<file path="src/rtl/alu_mc_param.sv">
// Multi-cycle integer ALU (add/sub/mul/scaled divide/divide-with-remainder) with valid/ready on both sides.
// Define ALU_SIGNED_EN to add the is_signed port and the signed FIXUP step for divides.
module alu_mc_param #(
  parameter int WIDTH     = 16,
  parameter int DIV_SCALE = 10
) (
  input  logic               clk,
  input  logic               rst,
  input  logic               in_valid,
  output logic               in_ready,
  input  logic [WIDTH-1:0]   a,
  input  logic [WIDTH-1:0]   b,
  input  logic [2:0]         op,
`ifdef ALU_SIGNED_EN
  input  logic               is_signed,
`endif
  output logic               out_valid,
  input  logic               out_ready,
  output logic [2*WIDTH-1:0] result,
  output logic [WIDTH-1:0]   remainder,
  output logic               is_division,
  output logic               div_by_zero,
  output logic               illegal_op
);
  localparam int RW = 2 * WIDTH;
  localparam int CW = $clog2(RW);
  localparam logic [2:0] OP_ADD  = 3'd0;
  localparam logic [2:0] OP_SUB  = 3'd1;
  localparam logic [2:0] OP_MUL  = 3'd2;
  localparam logic [2:0] OP_DIV  = 3'd3;
  localparam logic [2:0] OP_DIVR = 3'd4;
  localparam logic [RW-1:0]    SCALE_RW  = RW'(DIV_SCALE);
  localparam logic [WIDTH-1:0] SCALE_W   = WIDTH'(DIV_SCALE);
  localparam logic [CW-1:0]    LAST_STEP = CW'(RW - 1);

`ifdef ALU_SIGNED_EN
  typedef enum logic [2:0] {S_IDLE, S_CALC, S_DIVIDE, S_FIXUP, S_HOLD} state_t;
`else
  typedef enum logic [2:0] {S_IDLE, S_CALC, S_DIVIDE, S_HOLD} state_t;
`endif

  state_t           r_state;
  logic [WIDTH-1:0] r_a, r_b;
  logic [2:0]       r_op;
  logic [RW-1:0]    r_quo;
  logic [WIDTH-1:0] r_rem;
  logic [CW-1:0]    r_cnt;
  logic             r_out_valid, r_is_div, r_dbz, r_ill;
  logic [RW-1:0]    r_result;
  logic [WIDTH-1:0] r_remainder;

  logic w_sgn;
`ifdef ALU_SIGNED_EN
  logic r_signed;
  assign w_sgn = r_signed;
`else
  assign w_sgn = 1'b0;
`endif

  logic             w_a_neg, w_b_neg;
  logic [WIDTH-1:0] w_a_mag, w_b_mag, w_dbz_rem;
  logic [RW-1:0]    w_a_ext, w_b_ext, w_dividend;

  assign w_a_neg    = w_sgn & r_a[WIDTH-1];
  assign w_b_neg    = w_sgn & r_b[WIDTH-1];
  assign w_a_mag    = w_a_neg ? -r_a : r_a;
  assign w_b_mag    = w_b_neg ? -r_b : r_b;
  assign w_a_ext    = {{WIDTH{w_a_neg}}, r_a};
  assign w_b_ext    = {{WIDTH{w_b_neg}}, r_b};
  assign w_dividend = (r_op == OP_DIV) ? {{WIDTH{1'b0}}, w_a_mag} * SCALE_RW
                                       : {{WIDTH{1'b0}}, w_a_mag};
  // Low bits of a*scale do not depend on sign extension, so one form serves both modes.
  assign w_dbz_rem  = (r_op == OP_DIV) ? r_a * SCALE_W : r_a;

  // Restoring divider: dividend enters on the first step, quotient bits shift in at the bottom.
  logic [RW-1:0]    w_quo_src, w_quo_next;
  logic [WIDTH:0]   w_shift, w_diff;
  logic             w_ge;
  logic [WIDTH-1:0] w_rem_next;

  assign w_quo_src  = (r_cnt == '0) ? w_dividend : r_quo;
  assign w_shift    = {r_rem, w_quo_src[RW-1]};
  assign w_diff     = w_shift - {1'b0, w_b_mag};
  assign w_ge       = ~w_diff[WIDTH];
  assign w_rem_next = w_ge ? w_diff[WIDTH-1:0] : w_shift[WIDTH-1:0];
  assign w_quo_next = {w_quo_src[RW-2:0], w_ge};

`ifdef ALU_SIGNED_EN
  logic [RW-1:0]    w_fix_quo;
  logic [WIDTH-1:0] w_fix_rem;
  assign w_fix_quo = (w_a_neg ^ w_b_neg) ? -r_quo : r_quo;
  assign w_fix_rem = w_a_neg ? -r_rem : r_rem;
`endif

  logic [RW-1:0]    w_calc_res;
  logic [WIDTH-1:0] w_calc_rem;
  logic             w_calc_div, w_calc_dbz, w_calc_ill;

  always_comb begin
    // NOTE: every output gets a default first so no path leaves a value unassigned (no latch).
    w_calc_res = '0;
    w_calc_rem = '0;
    w_calc_div = 1'b0;
    w_calc_dbz = 1'b0;
    w_calc_ill = 1'b0;
    case (r_op)
      OP_ADD: w_calc_res = w_a_ext + w_b_ext;
      OP_SUB: w_calc_res = w_a_ext - w_b_ext;
      OP_MUL: w_calc_res = w_a_ext * w_b_ext;
      OP_DIV, OP_DIVR: begin
        w_calc_res = '1;
        w_calc_rem = w_dbz_rem;
        w_calc_div = 1'b1;
        w_calc_dbz = 1'b1;
      end
      default: w_calc_ill = 1'b1;
    endcase
  end

  always_ff @(posedge clk or posedge rst) begin
    // NOTE: sequential state uses non-blocking assignments so all registers update from pre-edge values.
    if (rst) begin
      r_state     <= S_IDLE;
      r_a         <= '0;
      r_b         <= '0;
      r_op        <= '0;
      r_quo       <= '0;
      r_rem       <= '0;
      r_cnt       <= '0;
      r_out_valid <= 1'b0;
      r_result    <= '0;
      r_remainder <= '0;
      r_is_div    <= 1'b0;
      r_dbz       <= 1'b0;
      r_ill       <= 1'b0;
`ifdef ALU_SIGNED_EN
      r_signed    <= 1'b0;
`endif
    end else begin
      case (r_state)
        S_IDLE: if (in_valid) begin
          r_a   <= a;
          r_b   <= b;
          r_op  <= op;
          r_rem <= '0;
          r_cnt <= '0;
`ifdef ALU_SIGNED_EN
          r_signed <= is_signed;
`endif
          if ((op == OP_DIV || op == OP_DIVR) && b != '0) r_state <= S_DIVIDE;
          else                                              r_state <= S_CALC;
        end
        S_CALC: begin
          r_result    <= w_calc_res;
          r_remainder <= w_calc_rem;
          r_is_div    <= w_calc_div;
          r_dbz       <= w_calc_dbz;
          r_ill       <= w_calc_ill;
          r_out_valid <= 1'b1;
          r_state     <= S_HOLD;
        end
        S_DIVIDE: begin
          r_quo <= w_quo_next;
          r_rem <= w_rem_next;
          r_cnt <= r_cnt + 1'b1;
          if (r_cnt == LAST_STEP) begin
`ifdef ALU_SIGNED_EN
            if (w_sgn) r_state <= S_FIXUP;
            else
`endif
            begin
              r_result    <= w_quo_next;
              r_remainder <= w_rem_next;
              r_is_div    <= 1'b1;
              r_dbz       <= 1'b0;
              r_ill       <= 1'b0;
              r_out_valid <= 1'b1;
              r_state     <= S_HOLD;
            end
          end
        end
`ifdef ALU_SIGNED_EN
        S_FIXUP: begin
          r_result    <= w_fix_quo;
          r_remainder <= w_fix_rem;
          r_is_div    <= 1'b1;
          r_dbz       <= 1'b0;
          r_ill       <= 1'b0;
          r_out_valid <= 1'b1;
          r_state     <= S_HOLD;
        end
`endif
        S_HOLD: if (out_ready) begin
          r_out_valid <= 1'b0;
          r_state     <= S_IDLE;
        end
        default: r_state <= S_IDLE;
      endcase
    end
  end

  assign in_ready    = (r_state == S_IDLE) && !rst;
  assign out_valid   = r_out_valid;
  assign result      = r_result;
  assign remainder   = r_remainder;
  assign is_division = r_is_div;
  assign div_by_zero = r_dbz;
  assign illegal_op  = r_ill;

endmodule
</file>
<file path="config.mk">
export PLATFORM = sky130hd
export DESIGN_NAME = alu_mc_param
export DESIGN_NICKNAME = d
export VERILOG_FILES = /design/src/rtl/alu_mc_param.sv
export SDC_FILE = /design/constraint.sdc
export NUM_CORES = 1
export LEC_CHECK = 0
export CORE_MARGIN = 2
export CORE_UTILIZATION = 50
export CTS_CLUSTER_SIZE = 20
export DETAILED_ROUTE_END_ITERATION = 8
export GPL_TIMING_DRIVEN = 0
export HOLD_SLACK_MARGIN = 0.02
export PLACE_DENSITY = 0.68
export SLEW_MARGIN = 20
export SYNTH_ARGS = -nofsm -noshare
export SYNTH_HDL_FRONTEND = slang
export SYNTH_SLANG_ARGS = --single-unit
</file>
<file path="constraint.sdc">
create_clock -name clk -period 14.9 [get_ports clk]
set_input_delay 2.98 -clock clk [delete_from_list [all_inputs] [get_ports clk]]
set_output_delay 2.98 -clock clk [all_outputs]
set_load 0.1 [all_outputs]
</file>
; Word level (Yosys, flattened, before mapping)
; Cells that the tools add are included.
[totals]
ff_bits = 143
inputBits = 39
output_inout_bits = 53
wordCells = 80
[classes]
n_addsub = 4
n_mul = 3
n_eq_ne = 13
n_mux = 28
bitwise = 1
n_reduce_logical = 18
[ops]
columns = op, count
row1 = 32-bit case mux with 4 select lines, 1
row2 = 16-bit two-way mux, 5
row3 = 32-bit two-way mux, 2
row4 = 16-bit case mux with 2 select lines, 2
row5 = 32-bit case mux with 2 select lines, 1
row6 = 16-bit by 16-bit multiplier with 32-bit output, 1
row7 = 20-bit two-way mux, 1
row8 = 16-bit by 3-bit multiplier with 19-bit output (second input constant), 1
row9 = 16-bit by 16-bit adder with 17-bit output, 1
row10 = 16-bit by 16-bit subtractor with 17-bit output, 1
row11 = 17-bit by 16-bit subtractor with 17-bit output, 1
row12 = 16-bit by 3-bit multiplier with 15-bit output (second input constant), 1
row13 = 16-bit nonzero test, 1
row14 = 3-bit by 2-bit == test with 1-bit output (second input constant), 5
row15 = 3-bit case mux with 4 select lines, 1
row16 = 5-bit case mux with 2 select lines, 1
row17 = 3-bit two-way mux, 3
row18 = 3-bit by 1-bit == test with 1-bit output (second input constant), 2
row19 = 3-bit == test (second input constant), 2
row20 = 3-bit zero test, 2
row21 = 2-bit inequality test (second input constant), 3
row22 = 1-bit case mux with 2 select lines, 3
row23 = 2-bit AND reduction, 3
row24 = 3-bit AND reduction, 2
row25 = other kinds (15), 21

; Longest topological paths before layout
; Gate-level depths: netlist of run 1.
[depth]
ltp_word = 7
mapped_depth = 25
depth_no_buf = 24

; Worst setup path before layout of run 1
; Ideal clock, no wire load.
[synth_path]
kind = in2out
from = input rst
to = output in_ready
arrival_time_ns = 4.231
required_time_ns = 11.920
path_slack_ns = 7.689
cell_stages = 1
n_path_buf = 0
cell_sequence = nor2_1
[synth_between]
elab_chain_cells = 2
[synth_lines]
columns = element, line
row1 = "start, declared", 8  ; input logic rst,
row2 = 1-bit zero test, 202  ; assign in_ready = (r_state == S_IDLE) && !rst;
row3 = 1-bit logical AND, 202
row4 = "end, declared", 10  ; output logic in_ready,
; Every way passes these cells.

; Final worst setup path of run 1
; Ends and elaborated chain as after synthesis.

==> results of run 1 <==
-- registers in the layout, indices dropped and copies added, names as in the netlist --
register / flops
div_by_zero: 1
illegal_op: 1
is_division: 1
out_valid: 1
r_a: 16
r_b: 16
r_cnt: 5
r_op: 3
r_quo: 32
r_rem: 16
r_state: 2
remainder: 16
result: 32
-- worst reg2reg max path, stage by stage (launching register included) --
cell,delay [ps]
dfrtp_1,740
clkbuf_1,700
nand2_1,180
fa_1,550
fa_1,480
fa_1,550
inv_1,40
ha_1,300
fa_1,490
inv_1,70
fa_1,540
inv_1,40
ha_1,350
a211oi_1,220
inv_1,80
o311ai_1,450
o21ai_0,470
a41oi_1,510
o21ai_0,180
xnor2_1,200
a221oi_1,370
o21ai_0,130
-- Yosys cell counts (6+ instances only) --
cell,n,share of area [%]
ha_1,187,13
o21a_1,12,0.50
nand2_1,252,5.2
a21o_1,25,1.0
or3_1,7,0.24
and2_1,102,3.5
and3_1,8,0.28
a211oi_1,15,0.62
xnor2_1,27,1.3
inv_1,306,6.4
o221ai_1,11,0.53
nor2b_1,13,0.45
o22ai_1,11,0.38
mux2_2,42,2.6
nand2b_1,13,0.45
a221oi_1,12,0.58
dfrtp_1,142,20
a31oi_1,29,1.0
a21oi_1,107,3.0
fa_1,198,22
a22o_1,6,0.29
nand3_1,13,0.36
xor2_1,25,1.2
o21bai_1,10,0.42
o21ai_0,117,3.2
mux2i_1,8,0.44
nor2_1,122,2.5
o21ai_1,12,0.33
clkbuf_1,82,1.7
o211ai_1,18,0.75
nor3_1,28,0.78
nor4_1,6,0.21
-- cells in the final DEF (no fill, tap or decap), types with 6 or more instances in the layout --
| cell | Yosys | layout |
|---|---|---|
| inv_1 | 306 | 305 |
| nand2_1 | 252 | 252 |
| fa_1 | 198 | 198 |
| ha_1 | 187 | 187 |
| dfrtp_1 | 142 | 142 |
| nor2_1 | 122 | 122 |
| o21ai_0 | 117 | 116 |
| a21oi_1 | 107 | 106 |
| and2_1 | 102 | 102 |
| clkdlybuf4s50_1 | 0 | 91 |
| clkbuf_1 | 82 | 83 |
| mux2_2 | 42 | 42 |
| a31oi_1 | 29 | 29 |
| nor3_1 | 28 | 28 |
| xnor2_1 | 27 | 27 |
| a21o_1 | 25 | 25 |
| xor2_1 | 25 | 25 |
| o211ai_1 | 18 | 18 |
| clkbuf_16 | 0 | 17 |
| a211oi_1 | 15 | 15 |
| nor2b_1 | 13 | 13 |
| nand2b_1 | 13 | 13 |
| o21ai_1 | 12 | 13 |
| nand3_1 | 13 | 13 |
| o21a_1 | 12 | 12 |
| a221oi_1 | 12 | 12 |
| o22ai_1 | 11 | 11 |
| o221ai_1 | 11 | 11 |
| o21bai_1 | 10 | 10 |
| mux2i_1 | 8 | 8 |
| and3_1 | 8 | 8 |
| or3_1 | 7 | 7 |
| nor4_1 | 6 | 6 |
| a22o_1 | 6 | 6 |
-- worst paths after layout --
| check | startpoint | end | slack, ps | cells past startpoint |
|---|---|---|---|---|
| worst max register to register | r_a[8] | result[25] | 7110 | 21 |
| worst min-delay path | div_by_zero | div_by_zero | 480 | 2 |
| worst max-delay path | rst | in_ready | 7100 | 3 |
| worst min register to register | div_by_zero | div_by_zero | 480 | 2 |
| max in group asynchronous | rst | r_b[3] | 11130 | 3 |
| min in group asynchronous | rst | r_cnt[2] | 2980 | 2 |
-- through the flow --
| step | instances | utilization (%) | setup WS, ps | hold WS, ps | instance area [sq um] |
|---|---|---|---|---|---|
| 6_report | 2656 | 56.7 | 7100 | 477 | 20200 |
| 5_1_grt | 2656 | 56.7 | 6790 | 512 | 20200 |
| 4_1_cts | 2656 | 56.7 | 7070 | 483 | 20200 |
| 3_5_place_dp | 2624 | 55.1 | 7090 | 468 | 19600 |
| 3_3_place_gp | 2622 | 54.9 | 5790 | 461 | 19500 |
| 2_1_floorplan | 2070 | - | 7690 | 450 | 18000 |
-- metal layers --
metal  vias up  GRT usage (%)  part of all wire, %
met3        98           6.05                  8.4
li1       7115              -                    -
met2       715           49.3                   45
met1      7796           44.6                   43
met4         0           11.2                  3.4
met5         -              0                    0
-- kinds of logic after synthesis --
family	synth area share, %
mux	3.23
buf+inv	8.33
compound gates	15.9
xor+xnor	2.52
flops	19.7
fa+ha+maj	34.9
simple gates	15.4
-- final cells by class --
class / instances / area, sq um
buffer: 90 / 354
sequential: 142 / 3550
multi-input combinational: 1532 / 13000
tap: 461 / 577
timing repair buffer: 93 / 943
inverter: 306 / 1160
clock inverter: 12 / 130
fill: 3272 / 15400
clock buffer: 20 / 457
==> qor.txt, run 1 <==
DR iter-0 viols - 1453
buffers and inverters on the worst path - 2
vias in the first global route - 16100
Post-Syn Nets - 2494
Detailed Routing Iterations Pass 1 - 5
largest net degree at the start of global routing - 87
Peak Freq - 0.128 GHz
# Post-CTS Setup Buffers - 0
Skew-Pair Late Insertion Delay - 460 ps
Slowest cell on crit path - clkdlybuf4s50_1
Final Max Slew Viols - 0
CP cell instances - clkdlybuf4s50_1, nor2_1, clkdlybuf4s50_1
reported max-cap violation count - 0
Avg Inst Size Synth - 8.72 sq um
Final Net Count - 2606
Final Hold Fails - 0
GRT Residual Overflow - 0
worst hold path type - reg -> reg
cell count after synthesis - 2070
Die Wd - 194 um
DR WL/cell - 21.7 um
Distinct cells, synth - 78
sequential cell area fraction in the yosys report - 19.7%
async set-reset flop share out of synthesis - 100%
crit path DAT - 4820 ps
Clock Pin Slew Worst Setup and Hold Paths - 60 ps
final worst-path cycle share - 52.3%
# rows - 69
relative slew slack - 28.9%
Clock Skews - 12.8 ps
antenna cell count - 0
critical path's largest stage delay - 1150 ps
worst path required time - 11920 ps
DIE AREA - 37600 sq um
routability congestion estimate from global placement - 0.957
layout cells sized above 1 - 4.74%
number of synthesized flops with an enable pin - 0
Initial Util - 50.7%
Final setup violation count - 0
Area Growth Syn to Fin - 11.8%
Worst path most repeated cell - clkdlybuf4s50_1
CTS tree - built
Synth Flop Type - dfrtp_1
total CTS buffers - 17
unrepaired setup endpoints after global routing - no
post-layout minimum cycle time - 7800 ps
Vias - 15700
critical path type - in -> out
drt total wl - 57700 um
CORE AREA - 35600 sq um
Worst setup EP type - primary output
initial antenna violation count - 0
Synth warnings - 0
# port buffers - 91
Startpoint Class - primary input
Vias per Instance - 5.92
placed wire-length estimate - 45400 um
Antenna Nets Post-Route - 0
I/O pins - 92
setup TNS - 0 ps
global-route wire length before repair - 92000 um
H-tree Lvls - 4
synthesized flop and latch total - 142
hold-fix buffers at CTS - 0
status - complete, no violations
clock tree sinks - 142
Die Span Y - 194 um
worst-path fanout max - 2
CTS resizes - 0
slew at the pin closest to its max-slew limit - 1060 ps
Residual DRC - 0
synthesized cell area - 18000 sq um
Total GRT Usage - 31.8%
Worst path top cell family by delay - buffers and inverters
CTS Root Cell - clkbuf_16
clock buffer depth - 2
Power of run 1 is not shown: default switching activity piles up to over one toggle a cycle in this logic, so the estimate is an artifact.
==> inputs of run 2 (changes only) <==
- PLACE_DENSITY: 0.68 -> 0.71
- clock period: 14.9 -> 6.7 ns (I/O delays scaled with it)
==> qor.txt, run 2 (same netlist as run 1, synthesis figures left out) <==
multi-input combinational cell area - 13100 sq um (+0.62%)
Area Growth Syn to Fin - 14.0%
DR iter-0 viols - 1310 (-9.8%)
layout cells sized above 1 - 8.98% (+4.2 points)
Vias - 15900 (+0.87%)
reported max-cap violation count - 0 (unchanged)
Min Hold Slack - 480 ps (+2.98 ps)
Startpoint Class - flip-flop
final worst-path cycle share - 97.4%
routability congestion estimate from global placement - 0.962 (+0.51%)
initial antenna violation count - 1 (+1)
status - complete, no violations
Initial Util - 50.7% (unchanged)
# rows - 69 (unchanged)
H-tree Lvls - 4 (unchanged)
Worst setup EP type - flip-flop
GRT Residual Overflow - 0 (unchanged)
Final Net Count - 2628 (+0.84%)
slew at the pin closest to its max-slew limit - 1110 ps (+54.7 ps)
Die Wd - 194 um (unchanged)
most common cell after layout, fill and taps aside - inv_1
Residual DRC - 0 (unchanged)
Total GRT Usage - 32.5% (+0.70 points)
Antenna Nets Post-Route - 0 (unchanged)
FF+latch area - 3610 sq um (+1.7%)
hold depth - 2 (unchanged)
drt total wl - 59400 um (+3.0%)
global-route wire length before repair - 94000 um (+2.2%)
Clock Pin Slew Worst Setup and Hold Paths - 70 ps (about the same)
DR WL/cell - 22.2 um (+2.2%)
antenna cell count - 0 (unchanged)
Final Hold Fails - 0 (unchanged)
Fill cells - 3214 (-1.8%)
Final Max Slew Viols - 0 (unchanged)
Die Span Y - 194 um (unchanged)
hold-fix buffers at CTS - 0 (unchanged)
I/O pins - 92 (unchanged)
DIE AREA - 37600 sq um (unchanged)
worst hold path type - reg -> reg
worst path required time - 7000 ps (-4920 ps)
worst-path fanout max - 10 (+8)
CTS tree - built
commonest non-fill, non-tap cells in the layout - inv_1, nand2_1, fa_1, ha_1, nor2_1
crit path DAT - 6830 ps (+2010 ps)
Vias per Instance - 5.92 (about the same)
Peak Freq - 0.153 GHz
clock buffer depth - 2 (unchanged)
CORE AREA - 35600 sq um (unchanged)
placed wire-length estimate - 46100 um (+1.7%)
post-layout minimum cycle time - 6530 ps
clock tree sinks - 142 (unchanged)
relative slew slack - 25.2% (-3.7 points)
vias in the first global route - 16400 (+1.7%)
total CTS buffers - 17 (unchanged)
CTS Root Cell - clkbuf_16
Clock Skews - 14.0 ps (+1.16 ps)
Detailed Routing Iterations Pass 1 - 6 (+1)
FF-to-FF path depth - 23 (+9.5%)
largest net degree at the start of global routing - 96 (+10%)
critical path type - reg -> reg
# port buffers - 91 (unchanged)
Final setup violation count - 0 (unchanged)
Skew-Pair Late Insertion Delay - 460 ps (about the same)
[run 2: cell count changes in the layout (fill, tap and decap cells not counted), sizes merged]
| cell | before | now |
|---|---|---|
| clkbuf | 102 | 91 |
| bufinv | 2 | 1 |
| clkinv | 4 | 6 |
| buf | 10 | 42 |
[run 2: final timing paths]
kind	slack, ps	to	startpoint
hold / removal	480	div_by_zero	div_by_zero
setup / recovery	170	result[26]	r_b[8]
hold reg to reg	480	div_by_zero	div_by_zero
min in group asynchronous	1320	r_cnt[2]	rst
setup reg to reg	170	result[26]	r_b[8]
max in group asynchronous	4460	r_a[5]	rst
[run 2: per-stage QoR]
stage / util (%) / instance area (sq um) / setup WS, ps / TNS [ps] / std cells
4_1_cts: 57.0 / 20300 / 24.5 / 0 / 2654
3_5_place_dp: 55.1 / 19600 / -886 / -7510 / 2624
3_3_place_gp: 54.9 / 19500 / -822 / -107310 / 2622
2_1_floorplan: - / 18000 / 594 / 0 / 2070
5_1_grt: 57.9 / 20600 / -63.7 / -163 / 2678
6_report: 57.9 / 20600 / 172 / 0 / 2678
[run 2: what timing repair did]
action                                  CTS  global route
resized for setup                        68            55
setup buffers                             0            27
pin swaps                                 0             1
endpoints found under the setup margin   18            10
[run 2: final cells by class]
| type | instances | area share (%) |
|---|---|---|
| multi-input cells | 1532 | 63.6 |
| inverters | 306 | 5.62 |
| repair buffers | 120 | 5.57 |
| clock buffers | 19 | 2.20 |
| well taps | 461 | 2.80 |
| clock inverters | 13 | 0.645 |
| flip-flops and latches | 142 | 17.6 |
| plain buffers | 85 | 2.04 |
[run 2: worst max-delay path, stage by stage, from the launching register on]
cell       delay, ps
dfrtp_2          500
clkbuf_2         330
nand2_1          120
fa_1             510
inv_1             50
fa_1             500
inv_1             50
fa_1             530
inv_1             50
fa_1             400
fa_1             510
inv_1             50
fa_1             480
inv_1             40
ha_1             340
and3_1           260
and4_1           230
o2111ai_1        120
nand3_2          190
a31o_4           320
a21o_1           180
xor2_1           160
a221oi_1         320
o21ai_0          130
[run 2: layer usage]
metal | GRT usage, % | share of wire [%] | wire, um | vias to the layer above
met1 | 44.7 | 43 | 25700 | 7872
met2 | 51.4 | 46 | 27100 | 720
li1 | - | - | - | 7172
met3 | 6.56 | 8.3 | 4930 | 97
met4 | 11.0 | 2.9 | 1730 | 0
met5 | 0 | 0 | 0 | -
Power of run 2 is left out for the same reason.
